$ cat src/rtl/program_loader_if.sv
// rtl/program_loader_if.sv - nibble stream in, program-memory write port out
interface program_loader_if #(
  parameter int ADDR_W = 12,
  parameter int DATA_W = 8
);
  logic              in_valid;
  logic [3:0]        in_nibble;
  logic              in_ready;
  logic              mem_we;
  logic [ADDR_W-1:0] mem_addr;
  logic [DATA_W-1:0] mem_wdata;

  // loader side: consumes the nibble stream and drives the memory write port
  modport slave (
    input  in_valid,
    input  in_nibble,
    output in_ready,
    output mem_we,
    output mem_addr,
    output mem_wdata
  );

  // host side: produces the nibble stream and observes the memory write port
  modport master (
    output in_valid,
    output in_nibble,
    input  in_ready,
    input  mem_we,
    input  mem_addr,
    input  mem_wdata
  );
endinterface

$ cat src/rtl/program_loader.sv
// rtl/program_loader.sv - framed nibble-stream loader into writable program memory
module program_loader #(
  parameter int ADDR_W    = 12,
  parameter int DATA_W    = 8,
  parameter int BASE_ADDR = 0
) (
  input  logic             clock,
  input  logic             reset,
  input  logic             start,
  program_loader_if.slave  bus,
  output logic             cpu_hold,
  output logic             busy,
  output logic             done,
  output logic             err
);

  localparam logic [3:0] S_IDLE  = 4'd0;
  localparam logic [3:0] S_LEN2  = 4'd1;
  localparam logic [3:0] S_LEN1  = 4'd2;
  localparam logic [3:0] S_LEN0  = 4'd3;
  localparam logic [3:0] S_HI    = 4'd4;
  localparam logic [3:0] S_LO    = 4'd5;
  localparam logic [3:0] S_WRITE = 4'd6;
  localparam logic [3:0] S_CHECK = 4'd7;
  localparam logic [3:0] S_DONE  = 4'd8;
  localparam logic [3:0] S_ERR   = 4'd9;

  localparam logic [ADDR_W-1:0] BASE = ADDR_W'(BASE_ADDR);

  logic [3:0]  state;
  logic [11:0] length;
  logic [11:0] count;
  logic [11:0] count_next;
  logic [3:0]  csum;
  logic [3:0]  hi_nib;
  logic        xfer;

  assign xfer       = bus.in_valid & bus.in_ready;
  assign count_next = count + 12'd1;

  // decode handshake, write strobe and status straight from the state
  always_comb begin
    bus.in_ready = 1'b0;
    case (state)
      S_LEN2, S_LEN1, S_LEN0, S_HI, S_LO, S_CHECK: bus.in_ready = 1'b1;
      default:                                      bus.in_ready = 1'b0;
    endcase
    bus.mem_we = (state == S_WRITE);
    busy       = !((state == S_IDLE) || (state == S_DONE) || (state == S_ERR));
    // the processor stays in reset exactly while a load is in flight
    cpu_hold   = busy;
  end

  // load sequencer: header, byte assembly, memory write, checksum verdict
  always_ff @(posedge clock) begin
    if (!reset) begin
      state         <= S_IDLE;
      length        <= '0;
      count         <= '0;
      csum          <= '0;
      hi_nib        <= '0;
      done          <= 1'b0;
      err           <= 1'b0;
      bus.mem_addr  <= BASE;
      bus.mem_wdata <= '0;
    end else begin
      case (state)
        S_IDLE, S_DONE, S_ERR: begin
          if (start) begin
            state        <= S_LEN2;
            done         <= 1'b0;
            err          <= 1'b0;
            csum         <= '0;
            count        <= '0;
            bus.mem_addr <= BASE;
          end
        end
        S_LEN2: if (xfer) begin
          length[11:8] <= bus.in_nibble;
          state        <= S_LEN1;
        end
        S_LEN1: if (xfer) begin
          length[7:4] <= bus.in_nibble;
          state       <= S_LEN0;
        end
        S_LEN0: if (xfer) begin
          length[3:0] <= bus.in_nibble;
          // an empty program goes straight to the checksum nibble
          state       <= ({length[11:4], bus.in_nibble} == 12'd0) ? S_CHECK : S_HI;
        end
        S_HI: if (xfer) begin
          hi_nib <= bus.in_nibble;
          csum   <= csum ^ bus.in_nibble;
          state  <= S_LO;
        end
        S_LO: if (xfer) begin
          bus.mem_wdata <= {hi_nib, bus.in_nibble};
          csum          <= csum ^ bus.in_nibble;
          state         <= S_WRITE;
        end
        S_WRITE: begin
          // address wraps naturally at 2^ADDR_W; a long program is not an error
          bus.mem_addr <= bus.mem_addr + 1'b1;
          count        <= count_next;
          state        <= (count_next == length) ? S_CHECK : S_HI;
        end
        S_CHECK: if (xfer) begin
          if (bus.in_nibble == csum) begin
            done  <= 1'b1;
            state <= S_DONE;
          end else begin
            err   <= 1'b1;
            state <= S_ERR;
          end
        end
        default: state <= S_IDLE;
      endcase
    end
  end

endmodule
$ cat src/flat_wrapper.sv
// flat-port wrapper written by rule: the top's interface ports become plain ports
module program_loader_flat 
#(
  parameter int ADDR_W    = 12,
  parameter int DATA_W    = 8,
  parameter int BASE_ADDR = 0
)
  (clock, reset, start, cpu_hold, busy, done, err, bus_in_valid, bus_in_nibble, bus_in_ready, bus_mem_we, bus_mem_addr, bus_mem_wdata);
  program_loader_if #(.ADDR_W(ADDR_W), .DATA_W(DATA_W)) bus_i ();
  input  logic clock;
  input  logic reset;
  input  logic start;
  output logic cpu_hold;
  output logic busy;
  output logic done;
  output logic err;
  input wire logic [$bits(bus_i.in_valid)-1:0] bus_in_valid;
  input wire logic [$bits(bus_i.in_nibble)-1:0] bus_in_nibble;
  output wire logic [$bits(bus_i.in_ready)-1:0] bus_in_ready;
  output wire logic [$bits(bus_i.mem_we)-1:0] bus_mem_we;
  output wire logic [$bits(bus_i.mem_addr)-1:0] bus_mem_addr;
  output wire logic [$bits(bus_i.mem_wdata)-1:0] bus_mem_wdata;
  assign bus_i.in_valid = bus_in_valid;
  assign bus_i.in_nibble = bus_in_nibble;
  assign bus_in_ready = bus_i.in_ready;
  assign bus_mem_we = bus_i.mem_we;
  assign bus_mem_addr = bus_i.mem_addr;
  assign bus_mem_wdata = bus_i.mem_wdata;
  program_loader #(.ADDR_W(ADDR_W), .DATA_W(DATA_W), .BASE_ADDR(BASE_ADDR)) u_core (.clock(clock), .reset(reset), .start(start), .bus(bus_i), .cpu_hold(cpu_hold), .busy(busy), .done(done), .err(err));
endmodule
$ cat config.mk
export PLATFORM = sky130hd
export DESIGN_NAME = program_loader_flat
export DESIGN_NICKNAME = d
export VERILOG_FILES = /design/src/rtl/program_loader_if.sv /design/src/rtl/program_loader.sv /design/src/flat_wrapper.sv
export SDC_FILE = /design/constraint.sdc
export NUM_CORES = 1
export LEC_CHECK = 0
export ABC_AREA = 1
export BUFFER_PORTS_ARGS = -buffer_cell sky130_fd_sc_hd__clkbuf_2
export CAP_MARGIN = 5
export CORE_UTILIZATION = 55
export CTS_CLUSTER_SIZE = 10
export DETAILED_ROUTE_END_ITERATION = 12
export GPL_ROUTABILITY_DRIVEN = 0
export PLACE_DENSITY = 0.76
export SLEW_MARGIN = 5
export SYNTH_ARGS = -nofsm -noshare
export SYNTH_HDL_FRONTEND = slang
export SYNTH_SLANG_ARGS = --single-unit
export TNS_END_PERCENT = 10
$ cat constraint.sdc
create_clock -name clock -period 1.8 [get_ports clock]
set_input_delay 0 -clock clock [delete_from_list [all_inputs] [get_ports clock]]
set_output_delay 0 -clock clock [all_outputs]
set_load 0.01 [all_outputs]
==> out/qor.txt, run 1 <==
Initial antenna violation count -> 0
Cell area after layout -> 3590 um2
Post-synth EDFFs -> 0
Netlist cell types -> 37
Run status -> finished clean
Fin Hold WS -> 17.00 ps
Max Cap Viol -> 0
Core area -> 5172 um2
Die area -> 5740 um2
Synth Area in Compound Gates -> 17.47%
First-pass GRT wire length -> 11450 um
Fmax -> 596.4 MHz
YS warnings -> 0
Sequential area share after synthesis -> 38.80%
P_leak -> 0.001489 uW
Multiplexer share of the synthesized area -> 0%
Area post-placement -> 3279 um2
Worst-skew pair later-pin latency -> 340 ps
Antenna-violating nets left -> 0
Total Routing Usage GR -> 26.63%
Clk slew on worst S/H paths -> 70 ps
Die width -> 75.77 um
Synth Area per Inst -> 6.681 um2
Area delta synth->final -> 19.94%
CTS HTree Levels -> 3
PnR worst setup slack -> 123.3 ps
Slew Limit Fails -> 0
Cell row count -> 26
Mapped Cells -> 448
Via-to-Cell Ratio -> 5.237
Slew @ Worst Pin -> 381.8 ps
Final core occ -> 69.40%
Setup Fix Bufs, Post-CTS -> 0
Final Critical Period -> 1677 ps
Final WL -> 7157 um
DRC errors left -> 0
GRT overflow -> 0
Clock sinks -> 58
Worst setup SP type -> flip-flop
Crit. Startpoint -> u_core.count[1]$_SDFFE_PN0P_
Post-DR wirelength/cell -> 12.64 um
Critical path class -> reg -> reg
Pin count of the biggest net entering global routing -> 18
DR pass1 iterations -> 4
Share of cells above drive strength 1 -> 20.36%
Final Hold Fails -> 0
Setup Skew -> 3.494 ps
Reg2Reg Setup Slack -> 120 ps
Synth Area in Adders -> 0.8361%
DP Worst Slack -> 63.05 ps
IO Port Bufs -> 33
Reg-to-Reg End -> u_core.state[0]$_SDFFE_PN0P_
Setup violators final -> 0
Max clock buf depth -> 2
Initial Utilization -> 57.86%
Number of top-level pins -> 34
Pwr dens -> 1036 nW/um2
Syn Std Cell Area -> 2993 um2
Vias -> 2964
Worst Hold Class -> in -> reg
CTS Root Cell -> clkbuf_8
Combinational family with the most area after synthesis -> simple AND/OR/NAND/NOR gates
Nets -> 501
Drt initial violations -> 176
Worst hold path depth -> 3
Filler Cell Count -> 432
Post-synth top flop -> dfxtp_1
CP Data Arrival Time -> 1950 ps
Final HPWL DP -> 5058 um
Worst Hold Path EP -> u_core.length[3]$_SDFFE_PN0P_
Max_slew headroom -> 74.52%
Reg2reg start -> u_core.count[1]$_SDFFE_PN0P_
Worst IR Drop VDD -> 0.0006719 V
Yosys reg bits -> 58
CP required -> 2080 ps
Cts bufs inserted -> 9
Crit-path max FO -> 4
Final Power -> 3719 uW
CTS tree -> built
Antenna cell count -> 0
Simple-gate share of the synthesized area -> 33.40%
Asr flop ratio synth -> 0%
Fin crit share -> 93.15%
Worst setup EP type -> flip-flop
Via count of the first global-routing pass -> 2664
Mapped Nets -> 458
Die Y-Extent -> 75.77 um
Worst reg2reg path depth -> 13
Worst Min Path Start -> bus_in_nibble[3]
Synth Area in XOR/XNOR -> 1.171%
-- per-layer routing --
metal | wire length [um] | up-vias | global-route usage [%]
met5 | 0 | - | 0
met4 | 53 | 0 | 7.613
met3 | 347 | 6 | 8.466
met2 | 3439 | 84 | 44.74
met1 | 3317 | 1332 | 32.68
li1 | - | 1542 | -
-- cells by family after synthesis --
logic type / after synthesis
AND/OR/NAND/NOR: 228
AO/OA/AOI/OAI: 92
buffers and inverters: 64
flip-flops: 58
XOR/XNOR: 4
adder cells (fa/ha/maj): 2
-- state kept, by name, summed over array words and instances, names as in the netlist --
register / flops
u_core.done: 1
u_core.length: 12
u_core.hi_nib: 4
u_core.bus.mem_wdata: 8
u_core.state: 4
u_core.err: 1
u_core.bus.mem_addr: 12
u_core.count: 12
u_core.csum: 4
-- metrics by stage --
stage                     TNS, ps  std cells
after floorplan                 0        448
after CTS                       0        566
after global routing       -36.13        566
final                           0        566
after detailed placement        0        550
after global placement          0        550
-- cell usage after synthesis, types with 3 or more instances --
library cell	number	area share, %
inv_2	8	1.0
nor2_2	5	1.0
nor2_1	40	5.0
nor3_1	3	0.50
nor2_4	3	1.1
o21ai_0	19	3.2
dfxtp_1	58	39
o21ai_1	3	0.50
xnor2_1	4	1.2
clkbuf_1	7	0.88
a21oi_1	54	9.0
nand4_1	5	1.0
nand2_1	124	16
inv_1	46	5.8
nand2_2	4	0.84
nand3_1	35	5.9
-- how the worst max path moves through the flow --
stage,slack (ps),to,cells after the start
2_1_floorplan,230,u_core.state[0]$_SDFFE_PN0P_,13
3_3_place_gp,130,u_core.state[1]$_SDFFE_PN0P_,13
3_5_place_dp,60,u_core.state[1]$_SDFFE_PN0P_,11
4_1_cts,40,u_core.state[0]$_SDFFE_PN0P_,11
5_1_grt,-20,u_core.state[0]$_SDFFE_PN0P_,13
6_report,120,u_core.state[0]$_SDFFE_PN0P_,13
-- cells in the final DEF, fill, tap and decap left out, drive strengths merged --
master,count
a211oi,2
a21oi,57
a221oi,2
a22oi,1
a311oi,1
a31o,1
and2,1
buf,9
bufinv,2
clkbuf,43
clkinv,1
clkinvlp,2
dfxtp,58
ha,2
inv,55
nand2,130
nand3,36
nand3b,2
nand4,5
nor2,48
nor3,3
nor4,1
o21ai,23
o21bai,2
o22ai,2
o31ai,1
or2,2
xnor2,4
-- cell type report --
class,count,area [um2],area share [%]
clock buffers,10,137.6,3.834
inverters,54,202.7,5.647
flip-flops and latches,58,1172,32.66
multi-input cells,326,1655,46.11
well taps,70,87.58,2.440
clock inverters,6,88.84,2.475
repair buffers,42,245.2,6.832
-- timing repair --
action                     in CTS  in global routing
hold buffers                    0                  0
setup endpoints to repair       0                  4
gates resized for setup         0                 23
-- report_power, final --
part           total, uW  leakage [uW]  switching, uW  internal, uW
clock               1370      0.000109            551           819
sequential          1420      0.000472           73.0          1350
combinational        926      0.000909            602           324
-- critical path, stage by stage (launching register included) --
cell and delay [ps]:
dfxtp_4 380, ha_4 160, nand3_2 120, nor2_4 160, nand2_1 70, nand2_1 80, nand2_1 70, nand2_1 60
nand2_1 40, nor2_1 110, nand3_1 130, nand2_1 80, nand2_1 50, a21oi_2 110
(Power assumes the default switching activity.)
==> run 2: changes to the inputs <==
==> constraint.sdc (replaced) <==
create_clock -name clock -period 1.8 [get_ports clock]
set_input_delay 0.27 -clock clock [delete_from_list [all_inputs] [get_ports clock]]
set_output_delay 0.27 -clock clock [all_outputs]
set_load 0.01 [all_outputs]
==> run 2 against run 1 <==
  * Total power increased by 4.4%
  * Critical path depth decreased by 8
  * Wire length increased by 3.1%
  * Register-to-register slack improved by 20 ps
  * Critical path type is now reg -> out
  * Flip-flop and latch count unchanged
==> out/qor.txt, run 2 (same netlist as run 1, synthesis figures left out) <==
DRC errors left -> 0
Final Hold Fails -> 0
Total Routing Usage GR -> 27.67%
Worst Hold Path EP -> u_core.length[3]$_SDFFE_PN0P_
Via-to-Cell Ratio -> 5.218
Max_slew headroom -> 72.53%
GRT overflow -> 0
Final non-filler cell total -> 569
DR pass1 iterations -> 4
Cell row count -> 26
Final HPWL DP -> 5142 um
Placed instance count -> 552
Share of cells above drive strength 1 -> 20.64%
Area post-placement -> 3307 um2
Die width -> 75.77 um
Logic pwr share -> 24.3%
Crit-path max FO -> 15
Reg2reg start -> u_core.count[1]$_SDFFE_PN0P_
Switching Share -> 32.65%
Antenna-violating nets left -> 0
Fmax -> 574.4 MHz
Switch Pwr -> 1268 uW
IO Port Bufs -> 33
Setup Skew -> 9.675 ps
Commonest non-fill, non-tap cell in the layout -> nand2_1
Initial Utilization -> 57.86%
Pin count of the biggest net entering global routing -> 26
Area delta synth->final -> 21.70%
Final WL -> 7379 um
Drt initial violations -> 172
Run status -> finished clean
Reg-to-Reg End -> u_core.state[0]$_SDFFE_PN0P_
Sequential share of power -> 36.8%
Slew @ Worst Pin -> 410.5 ps
Cell area after layout -> 3642 um2
Clk slew on worst S/H paths -> 70 ps
RSZ-0062 raised after global routing -> yes
Clock sinks -> 58
Worst reg2reg path depth -> 13
Die area -> 5740 um2
Filler Cell Count -> 439
Slew Limit Fails -> 0
CTS Root Cell -> clkbuf_8
Max clock buf depth -> 2
Core area -> 5172 um2
Worst hold path depth -> 3
Number of top-level pins -> 34
Critical path class -> reg -> out
Worst IR Drop VDD -> 0.0007993 V
Largest regs -> u_core.bus.mem_addr: 12 flops, u_core.count: 12 flops, u_core.length: 12 flops
Multi-input logic area -> 1647 um2
P_leak -> 0.001488 uW
Worst setup EP type -> output pin
Via count of the first global-routing pass -> 2672
CP required -> 1530 ps
Reg2Reg Setup Slack -> 140 ps
Worst setup SP type -> flip-flop
Sequential cell area -> 1174 um2
Vias -> 2969
Initial antenna violation count -> 0
CTS tree -> built
Cts bufs inserted -> 9
Fin crit share -> 96.73%
Worst Min Path Start -> bus_in_valid
Most frequent cells in the layout -> nand2_1 (123), a21oi_1 (54), dfxtp_1 (52)
Die Y-Extent -> 75.77 um
Pwr dens -> 1066 nW/um2
Final Critical Period -> 1741 ps
Clock share of power -> 38.9%
Worst-skew pair later-pin latency -> 340 ps
Max Cap Viol -> 0
CTS HTree Levels -> 3
Internal power -> 2615 uW
Post-DR wirelength/cell -> 12.97 um
Antenna cell count -> 0
Nets -> 504
First-pass GRT wire length -> 11850 um
Setup violators final -> 0
Worst Hold Class -> in -> reg
CP Data Arrival Time -> 1470 ps
[run 2: cell type report]
| class | count | share of cell area, % |
|---|---|---|
| tap | 70 | 2.405 |
| clock buffer | 9 | 3.401 |
| inverter | 54 | 5.668 |
| sequential | 58 | 32.22 |
| clock inverter | 7 | 3.401 |
| multi-input combinational | 326 | 45.21 |
| timing repair buffer | 45 | 7.695 |
[run 2: critical path, cell delays in order (launching register included)]
cell        delay (ps)
dfxtp_1            470
nor2_4             100
nand2_4            150
clkinvlp_4         130
buf_12             160
clkbuf_2           130
[run 2: through the flow]
step                setup TNS, ps  util, %  hold WS [ps]  worst slack (ps)  power [uW]
detailed placement              0    63.93         451.2             72.97        2382
finish                          0    70.42         275.4             58.93        3883
CTS                             0    68.96         257.5             35.92        3896
global route               -80.02    70.42         284.7            -36.03        4065
floorplan                       0        -         408.4             228.8        2121
global placement                0    63.93         450.9             118.0        2367
[run 2: layer usage]
layer	vias to the layer above	wire length, um	global-route usage [%]
met3	4	343	7.937
met4	0	51	8.230
met2	70	3577	47.49
met5	-	0	0
li1	1554	-	-
met1	1341	3408	33.52
[run 2: timing repair]
action	CTS	global route
hold buffers	0	0
gates cloned	0	0
setup buffers	1	0
setup endpoints to repair	1	6
pin swaps	0	4
gates resized for setup	2	20
[run 2: power by group through the flow]
stage	Sequential [uW]	Clock, uW	Combinational (uW)
finish	1430	1510	944
global route	1440	1590	1030
CTS	1430	1530	937
detailed placement	1450	0	932
global placement	1450	0	917
floorplan	1440	0	681
[run 2: how the worst max path moves through the flow]
| stage | start | endpoint | slack, ps | cells past startpoint |
|---|---|---|---|---|
| after floorplan | u_core.count[0]$_SDFFE_PN0P_ | u_core.state[0]$_SDFFE_PN0P_ | 230 | 13 |
| after global placement | u_core.count[1]$_SDFFE_PN0P_ | u_core.state[1]$_SDFFE_PN0P_ | 120 | 11 |
| after detailed placement | u_core.count[1]$_SDFFE_PN0P_ | u_core.state[1]$_SDFFE_PN0P_ | 70 | 13 |
| after CTS | u_core.count[1]$_SDFFE_PN0P_ | u_core.state[1]$_SDFFE_PN0P_ | 40 | 13 |
| after global routing | u_core.count[1]$_SDFFE_PN0P_ | u_core.state[1]$_SDFFE_PN0P_ | -40 | 13 |
| final | u_core.state[0]$_SDFFE_PN0P_ | bus_mem_we | 60 | 5 |
==> run 3: changes to the inputs <==
Settings changed: CAP_MARGIN 5 to unset, CORE_UTILIZATION 55 to 58, PLACE_DENSITY 0.76 to 0.79.
==> run 3 against run 2 <==
  * Combinational power is 0.4% lower
  * Maximum frequency is 0.47% lower
  * Critical path type unchanged
  * Global-route usage is 1.5 points higher
  * Largest cell class unchanged
  * Clock skew hardly changed
  * Worst setup slack worse by 8.3 ps
  * Cell area is 1.4% lower
  * Non-clock buffer count stayed put
  * Clock power is 13% lower
  * Register-to-register slack worse by 50 ps
  * Sequential share of layout area is 0.41 points higher
==> out/qor.txt, run 3 (same netlist as run 1, synthesis figures left out) <==
Slew Limit Fails -> 0
Via count of the first global-routing pass -> 2818
Final Critical Period -> 1749 ps
Max Cap Viol -> 0
Critical path class -> reg -> out
Vias -> 3067
IO Port Bufs -> 33
Sequential share of power -> 38.9%
Switching Share -> 33.12%
GRT overflow -> 0
Final non-filler cell total -> 566
Filler Cell Count -> 411
Pwr dens -> 1023 nW/um2
Crit-path max FO -> 9
Pin count of the biggest net entering global routing -> 41
Internal power -> 2458 uW
Drt initial violations -> 195
CTS tree -> built
Worst setup SP type -> flip-flop
Placed instance count -> 549
Worst setup EP type -> output pin
Run status -> finished clean
Max_slew headroom -> 68.93%
Commonest non-fill, non-tap cell in the layout -> nand2_1
Cts bufs inserted -> 9
P_leak -> 0.001492 uW
Clock share of power -> 35.5%
Worst Hold Class -> in -> reg
Hold buffers post-CTS -> 0
Share of cells above drive strength 1 -> 20.64%
CTS HTree Levels -> 3
Switch Pwr -> 1217 uW
DR pass1 iterations -> 6
Clock sinks -> 58
Post-DR wirelength/cell -> 12.96 um
CP required -> 1530 ps
Final core occ -> 74.09%
Number of top-level pins -> 34
DRC errors left -> 0
Cell area after layout -> 3592 um2
Setup violators final -> 0
Slew @ Worst Pin -> 466.1 ps
Fmax -> 571.6 MHz
RSZ-0062 raised after global routing -> yes
Antenna cell count -> 0
CTS Root Cell -> clkbuf_8
First-pass GRT wire length -> 12180 um
Die area -> 5452 um2
Initial Utilization -> 61.73%
Final Hold Fails -> 0
Setup Skew -> 9.641 ps
Largest regs -> u_core.bus.mem_addr: 12 flops, u_core.count: 12 flops, u_core.length: 12 flops
Initial antenna violation count -> 0
Area delta synth->final -> 20.03%
Worst IR Drop VDD -> 0.0007372 V
Nets -> 504
Final WL -> 7336 um
Final HPWL DP -> 5082 um
Die width -> 73.84 um
Logic pwr share -> 25.6%
Fin crit share -> 97.19%
Clk slew on worst S/H paths -> 60 ps
Via-to-Cell Ratio -> 5.419
Area post-placement -> 3278 um2
Cell row count -> 25
Max clock buf depth -> 2
CP Data Arrival Time -> 1480 ps
DP Worst Slack -> 27.51 ps
Total Routing Usage GR -> 29.20%
PnR worst setup slack -> 50.63 ps
Most frequent cells in the layout -> nand2_1 (123), a21oi_1 (54), dfxtp_1 (51)
Antenna-violating nets left -> 0
Worst-skew pair later-pin latency -> 340 ps
Die Y-Extent -> 73.84 um
Core area -> 4848 um2
-- run 3: area by class of cell --
| cell class | count | area [um2] | area share [%] |
|---|---|---|---|
| Clock inverter | 1 | 30.03 | 0.8359 |
| Tap cell | 67 | 83.83 | 2.334 |
| Clock buffer | 15 | 186.4 | 5.190 |
| Multi-Input combinational cell | 326 | 1662 | 46.26 |
| Timing Repair Buffer | 45 | 255.2 | 7.106 |
| Sequential cell | 58 | 1172 | 32.64 |
| Inverter | 54 | 202.7 | 5.643 |
-- run 3: layer usage --
metal  routed length (um)  track usage (%)  vias to the layer above
met1                 3300            35.03                     1396
met5                    0                0                        -
met4                  159            13.68                        0
li1                     -                -                     1551
met2                 3498            50.25                      103
met3                  378            5.350                       17
-- run 3: per-stage QoR --
step / TNS (ps) / total power, uW / hold WS [ps]
finish: 0 / 3675 / 296.6
global route: -102.2 / 3852 / 293.9
CTS: 0 / 3675 / 282.7
detailed placement: 0 / 2373 / 455.0
global placement: 0 / 2351 / 448.7
floorplan: 0 / 2121 / 408.4
-- run 3: final timing paths --
kind	startpoint	endpoint	slack (ps)	cells after the start
setup reg to reg	u_core.count[0]$_SDFFE_PN0P_	u_core.state[1]$_SDFFE_PN0P_	90	12
hold reg to reg	u_core.bus.mem_wdata[0]$_SDFFE_PN0P_	u_core.bus.mem_wdata[0]$_SDFFE_PN0P_	460	2
setup / recovery	u_core.state[1]$_SDFFE_PN0P_	bus_mem_we	50	6
hold / removal	bus_in_nibble[3]	u_core.bus.mem_wdata[3]$_SDFFE_PN0P_	300	3
-- run 3: power by group through the flow --
stage	Combinational, uW	Clock [uW]	Sequential, uW
floorplan	681	0	1440
global placement	898	0	1450
detailed placement	921	0	1450
CTS	931	1320	1430
global route	1040	1370	1440
finish	940	1310	1430
-- run 3: repair_timing --
action                                  4_1_cts  5_1_grt
endpoints found under the setup margin        1        5
pin swaps                                     0        5
resized for setup                             2       23
buffers inserted                              0        1
-- run 3: critical path, stage by stage (launching register included) --
cell      delay, ps
dfxtp_2         360
inv_2            80
nor2_4          160
nand2_4         130
inv_2           130
buf_4           150
clkbuf_2        130
